===== config.mk =====
export PLATFORM = sky130hd
export DESIGN_NAME = vga_timing_gen
export DESIGN_NICKNAME = d
export VERILOG_FILES = /design/src/rtl/vga_timing_pkg.sv /design/src/rtl/vga_axis_timer.sv /design/src/rtl/vga_timing_gen.sv
export SDC_FILE = /design/constraint.sdc
export NUM_CORES = 1
export LEC_CHECK = 0
export ABC_AREA = 0
export CORE_MARGIN = 2
export CORE_UTILIZATION = 40
export DETAILED_ROUTE_END_ITERATION = 7
export GPL_TIMING_DRIVEN = 0
export PLACE_DENSITY = 0.61
export SLEW_MARGIN = 10
export SYNTH_ARGS = -nofsm -noshare
export SYNTH_HDL_FRONTEND = slang
export SYNTH_HIERARCHICAL = 1
export SYNTH_SLANG_ARGS = --single-unit

===== constraint.sdc =====
create_clock -name clk_in -period 5.4 [get_ports clk_in]
set_clock_uncertainty 0.2 [all_clocks]
set_input_delay 0.81 -clock clk_in [delete_from_list [all_inputs] [get_ports clk_in]]
set_output_delay 0.81 -clock clk_in [all_outputs]
set_load 0.005 [all_outputs]

===== src/rtl/vga_timing_pkg.sv =====
// rtl/vga_timing_pkg.sv - shared axis state type and default 640x480@60 timing values
package vga_timing_pkg;

  localparam int COUNT_W = 10;

  localparam int DEF_H_ACTIVE = 640;
  localparam int DEF_H_FRONT  = 16;
  localparam int DEF_H_SYNC   = 96;
  localparam int DEF_H_BACK   = 48;
  localparam int DEF_V_ACTIVE = 480;
  localparam int DEF_V_FRONT  = 10;
  localparam int DEF_V_SYNC   = 2;
  localparam int DEF_V_BACK   = 33;

  typedef enum logic [1:0] {ACTIVE, FRONT, SYNC, BACK} axis_state_t;

endpackage


===== src/rtl/vga_axis_timer.sv =====
// rtl/vga_axis_timer.sv - one raster axis: phase FSM plus position counter
// count_o is registered; state_o is the next-state value so the parent can register decodes in step.
module vga_axis_timer
  import vga_timing_pkg::*;
#(
  parameter int ACTIVE_LEN = DEF_H_ACTIVE,
  parameter int FRONT_LEN  = DEF_H_FRONT,
  parameter int SYNC_LEN   = DEF_H_SYNC,
  parameter int BACK_LEN   = DEF_H_BACK
) (
  input  logic               clk_in,
  input  logic               reset,
  input  logic               step_i,
  output logic [COUNT_W-1:0] count_o,
  output logic [1:0]         state_o,
  output logic               wrap_o
);

  localparam logic [COUNT_W-1:0] ONE = COUNT_W'(1);

  function automatic logic [COUNT_W-1:0] state_len(axis_state_t s);
    case (s)
      ACTIVE:  return COUNT_W'(ACTIVE_LEN);
      FRONT:   return COUNT_W'(FRONT_LEN);
      SYNC:    return COUNT_W'(SYNC_LEN);
      default: return COUNT_W'(BACK_LEN);
    endcase
  endfunction

  function automatic logic [COUNT_W-1:0] state_base(axis_state_t s);
    case (s)
      ACTIVE:  return '0;
      FRONT:   return COUNT_W'(ACTIVE_LEN);
      SYNC:    return COUNT_W'(ACTIVE_LEN + FRONT_LEN);
      default: return COUNT_W'(ACTIVE_LEN + FRONT_LEN + SYNC_LEN);
    endcase
  endfunction

  function automatic axis_state_t state_next(axis_state_t s);
    case (s)
      ACTIVE:  return FRONT;
      FRONT:   return SYNC;
      SYNC:    return BACK;
      default: return ACTIVE;
    endcase
  endfunction

  axis_state_t        state_q, state_d;
  logic [COUNT_W-1:0] pos_q, pos_d;
  logic [COUNT_W-1:0] count_q, count_d;
  logic               last;

  // pos_q is the offset inside the current phase; the raster count is base + offset.
  always_comb begin
    last    = (pos_q == state_len(state_q) - ONE);
    state_d = state_q;
    pos_d   = pos_q;
    if (step_i) begin
      if (last) begin
        state_d = state_next(state_q);
        pos_d   = '0;
      end else begin
        pos_d = pos_q + ONE;
      end
    end
    count_d = state_base(state_d) + pos_d;
    wrap_o  = step_i && last && (state_q == BACK);
  end

  always_ff @(posedge clk_in) begin
    if (reset) begin
      state_q <= ACTIVE;
      pos_q   <= '0;
      count_q <= '0;
    end else begin
      state_q <= state_d;
      pos_q   <= pos_d;
      count_q <= count_d;
    end
  end

  assign count_o = count_q;
  assign state_o = state_d;

endmodule


===== src/rtl/vga_timing_gen.sv =====
// rtl/vga_timing_gen.sv - VGA raster timing generator stepped by a pixel enable on the fast clock
module vga_timing_gen
  import vga_timing_pkg::*;
#(
  parameter int   H_ACTIVE = DEF_H_ACTIVE,
  parameter int   H_FRONT  = DEF_H_FRONT,
  parameter int   H_SYNC   = DEF_H_SYNC,
  parameter int   H_BACK   = DEF_H_BACK,
  parameter int   V_ACTIVE = DEF_V_ACTIVE,
  parameter int   V_FRONT  = DEF_V_FRONT,
  parameter int   V_SYNC   = DEF_V_SYNC,
  parameter int   V_BACK   = DEF_V_BACK,
  parameter logic SYNC_POL = 1'b0
) (
  input  logic       clk_in,
  input  logic       reset,
  input  logic       pix_en,
  output logic       hsync,
  output logic       vsync,
  output logic       video_on,
  output logic [9:0] pixel_x,
  output logic [9:0] pixel_y,
  output logic       line_start,
  output logic       frame_start
);

  logic       h_wrap, v_wrap, v_step;
  logic [1:0] h_state_d, v_state_d;
  logic       hsync_q, vsync_q, video_on_q, line_start_q, frame_start_q;

  assign v_step = pix_en && h_wrap;

  vga_axis_timer #(
    .ACTIVE_LEN(H_ACTIVE), .FRONT_LEN(H_FRONT), .SYNC_LEN(H_SYNC), .BACK_LEN(H_BACK)
  ) u_h (
    .clk_in (clk_in),
    .reset  (reset),
    .step_i (pix_en),
    .count_o(pixel_x),
    .state_o(h_state_d),
    .wrap_o (h_wrap)
  );

  vga_axis_timer #(
    .ACTIVE_LEN(V_ACTIVE), .FRONT_LEN(V_FRONT), .SYNC_LEN(V_SYNC), .BACK_LEN(V_BACK)
  ) u_v (
    .clk_in (clk_in),
    .reset  (reset),
    .step_i (v_step),
    .count_o(pixel_y),
    .state_o(v_state_d),
    .wrap_o (v_wrap)
  );

  // Decodes use the next-state phases so they line up with the counters they describe.
  always_ff @(posedge clk_in) begin
    if (reset) begin
      hsync_q       <= ~SYNC_POL;
      vsync_q       <= ~SYNC_POL;
      video_on_q    <= 1'b1;
      line_start_q  <= 1'b0;
      frame_start_q <= 1'b0;
    end else begin
      hsync_q       <= (h_state_d == SYNC) ? SYNC_POL : ~SYNC_POL;
      vsync_q       <= (v_state_d == SYNC) ? SYNC_POL : ~SYNC_POL;
      video_on_q    <= (h_state_d == ACTIVE) && (v_state_d == ACTIVE);
      line_start_q  <= h_wrap;
      frame_start_q <= h_wrap && v_wrap;
    end
  end

  assign hsync       = hsync_q;
  assign vsync       = vsync_q;
  assign video_on    = video_on_q;
  assign line_start  = line_start_q;
  assign frame_start = frame_start_q;

endmodule


==> summary.md <==
| Metric | Value |
|---|---|
| Final hold violation count | `0` |
| R2r setup slk | `0.40 ns` |
| Final Net Count | `368` |
| Final Cell Area | `0.00325 mm²` |
| Reg2reg start | `u_h/state_q[0]` |
| Die Ht | `86.7 µm` |
| Top FF cell, synth | `dfxtp_1` |
| Inserted Diodes | `0` |
| Hold path depth | `2` |
| Placer congestion estimate | `0.842` |
| Layout cell share with drive strength beyond 1 | `12.6%` |
| Post-synth EDFFs | `0` |
| Total die area | `0.00752 mm²` |
| Antenna Nets Post-Route | `0` |
| Buf/Inv on CP | `7` |
| Die X | `86.7 µm` |
| Largest net degree at the start of global routing | `20` |
| Drt pass-1 iters | `4` |
| CTS H-tree depth | `2` |
| Seq/Total Area, Yosys | `32.2%` |
| Delay-heaviest family, CP | `simple AND/OR/NAND/NOR gates` |
| Cells after Synth | `303` |
| I/O pins | `28` |
| DR iter-0 viols | `80` |
| WL final | `5610 µm` |
| Mean area per synthesized cell | `9.03 µm²` |
| Crit path max fanout | `10` |
| Gr usage total | `15.8%` |
| GR Overflow Total | `0` |
| First-pass GRT wire length | `9500 µm` |
| Initial Utilization | `40.7%` |
| Final Setup Violations | `0` |
| Hold WS | `0.362 ns` |
| Commonest non-fill, non-tap cells in the layout | `46 x nor2_1, 44 x dfxtp_1, 27 x clkdlybuf4s50_1` |
| Most common cell after layout, fill and taps aside | `nor2_1` |
| Critical path endpoint category | `flop` |
| Clock transition at path regs | `0.09 ns` |
| Antenna violations before repair | `0` |
| Synth area leader | `dfxtp_1` |
| CTS Sinks | `44` |
| FP Rows | `30` |
| Post-DP HPWL | `4140 µm` |
| Hold buffer count at cts | `0` |
| Top cells by area, synth | `dfxtp_1 32%, ha_1 11%, nor2_1 6.3%, xor2_1 5.8%, xnor2_1 3.8%` |
| Worst path cell trace | `clkdlybuf4s50_1 -> buf_4 -> nand4_4 -> nor3_1 -> nand2_1 -> nor4b_2 -> and2_1 -> clkbuf_4 -> nor3b_4 -> o211a_1 -> buf_6 -> buf_6 -> nand3_1 -> o31ai_1 -> ha_2 -> inv_1 -> fa_1 -> inv_1 -> a21oi_1 -> or4_1 -> o21ai_1 -> mux2i_1` |
| Reg-to-reg critical path endpoint | `u_v/count_o[9]` |
| Reg2reg path depth | `22` |
| CTS tree | `built` |
| Root buffer selected by CTS | `clkbuf_8` |
| CP max stage delay | `0.52 ns` |
| Flip-flop and latch count after synthesis | `44` |
| Cts bufs inserted | `5` |
| Crit path max-delay cell type | `or4_1` |
| Setup CP Type | `in -> reg` |
| Dpl cells | `410` |
| Post-Layout Cell Count | `420` |
| Clock Path Buffers | `2` |
| Worst EP arrival | `5.11 ns` |
| Post-synth net total | `332` |
| Hold WC Path Type | `reg -> reg` |
| Total Power | `566 µW` |
| Post-synthesis async set-or-reset flop share | `0%` |
| Min-Delay Startpoint | `u_h/pos_q[1]` |
| Slew Limit Fails | `0` |
| DR WL/cell | `13.4 µm` |
| Remaining DRCs | `0` |
| Worst-Margin Slew | `0.719 ns` |
| Drt via density | `5.10` |
| WP data required | `5.43 ns` |
| Max_cap viols | `0` |
| Peak VDD IR | `0.000114 V` |
| DR vias | `2140` |
| Clk_lat worst skew | `0.30 ns` |
| Pwr/cell area | `174 mW/mm²` |
| Minimum clock period | `5.08 ns` |
| Period utilisation layout | `94.1%` |
| Hold path endpoint | `u_h/pos_q[1]` |
| Startpoint Class | `input port` |
| P&R area growth vs syn | `18.7%` |
| Headroom to the max-slew limit | `51.9%` |
| Unrepaired setup endpoints after global routing | `false` |
| Yosys top cell area share | `32.2%` |
| Final core occ | `48.3%` |
| Yosys warning count | `6` |
| Port bufs | `27` |
| CORE AREA | `0.00672 mm²` |
| Mapped cell area | `0.00274 mm²` |
| Post-synthesis cell type count | `50` |
| Post-DP Area | `0.00311 mm²` |
| Leakage | `0.00140 µW` |
| F_max | `197 MHz` |
| Vias in the first global route | `2041` |
| Outcome | `finished clean` |
## routing by layer
| metal | global-route usage, % | routed length, µm |
|---|---|---|
| met2 | 26.8 | 2710 |
| met3 | 3.33 | 131 |
| met1 | 20.0 | 2650 |
| met5 | 0 | 0 |
| met4 | 5.40 | 115 |
## flip-flops by register name, indices dropped and copies added, names as in the netlist
register and flops:
u_h/pos_q 10, u_v/pos_q 10, u_v/count_o 9, u_h/count_o 6
u_h/state_q 2, u_v/state_q 2, frame_start 1, hsync 1
line_start 1, video_on 1, vsync 1
## layout make-up
cell class	instances	area, µm²
well taps	80	100
fillers	638	3470
clock buffers	8	90.1
repair buffers	29	285
inverters	10	37.5
plain buffers	15	120
flip-flops and latches	44	881
multi-input cells	234	1730
## Yosys cell counts (5+ instances only)
| cell | number |
|---|---|
| nand2_1 | 12 |
| ha_1 | 24 |
| mux2_2 | 7 |
| nor2_1 | 46 |
| a21o_1 | 7 |
| xnor2_1 | 12 |
| xor2_1 | 18 |
| inv_1 | 10 |
| buf_4 | 7 |
| dfxtp_1 | 44 |
| nor2b_1 | 9 |
| nand3_1 | 5 |
| nand4_1 | 9 |
| a21oi_1 | 11 |
| nor3_1 | 12 |
## worst min-delay path, cell delays in order (launching register included)
cell,delay [ns]
dfxtp_1,0.35
mux2i_1,0.13
nor2_1,0.05
## stage by stage
step / TNS (ns) / worst slack (ns)
after CTS: 0 / 0.000307
after global routing: 0 / 0.0290
after floorplan: 0 / 0.729
after global placement: -0.356 / -0.356
final: 0 / 0.318
after detailed placement: -0.398 / -0.379
## kinds of logic (layout without fill, tap and decap cells)
family	count (synthesis)	count (layout)	share of synthesized area, %
compound gates	41	41	11.1
simple gates	125	125	24.2
buf+inv	25	62	5.54
flops	44	44	32.2
fa+ha+maj	26	26	12.4
xor+xnor	30	30	9.61
mux	12	12	4.89
## power breakdown
group	switching, µW	internal, µW
sequential	2.09	326
clock	113	105
combinational	10.3	10.4
## worst max-delay path by stage
stage	startpoint	endpoint	slack, ns	depth (start not counted)
3_5_place_dp	pix_en	u_v/count_o[9]	-0.38	22
6_report	pix_en	u_v/count_o[9]	0.32	22
2_1_floorplan	pix_en	u_v/count_o[9]	0.73	21
3_3_place_gp	pix_en	u_v/count_o[9]	-0.36	22
4_1_cts	pix_en	u_v/count_o[9]	0.0003	22
5_1_grt	pix_en	u_v/count_o[9]	0.03	22
## repair_timing
item / in CTS / in global routing
gates resized for setup: 0 / 8
endpoints found under the setup margin: 1 / 1
setup buffers: 1 / 1
pin swaps: 0 / 1
No activity file was read; power rests on OpenSTA's default activity.
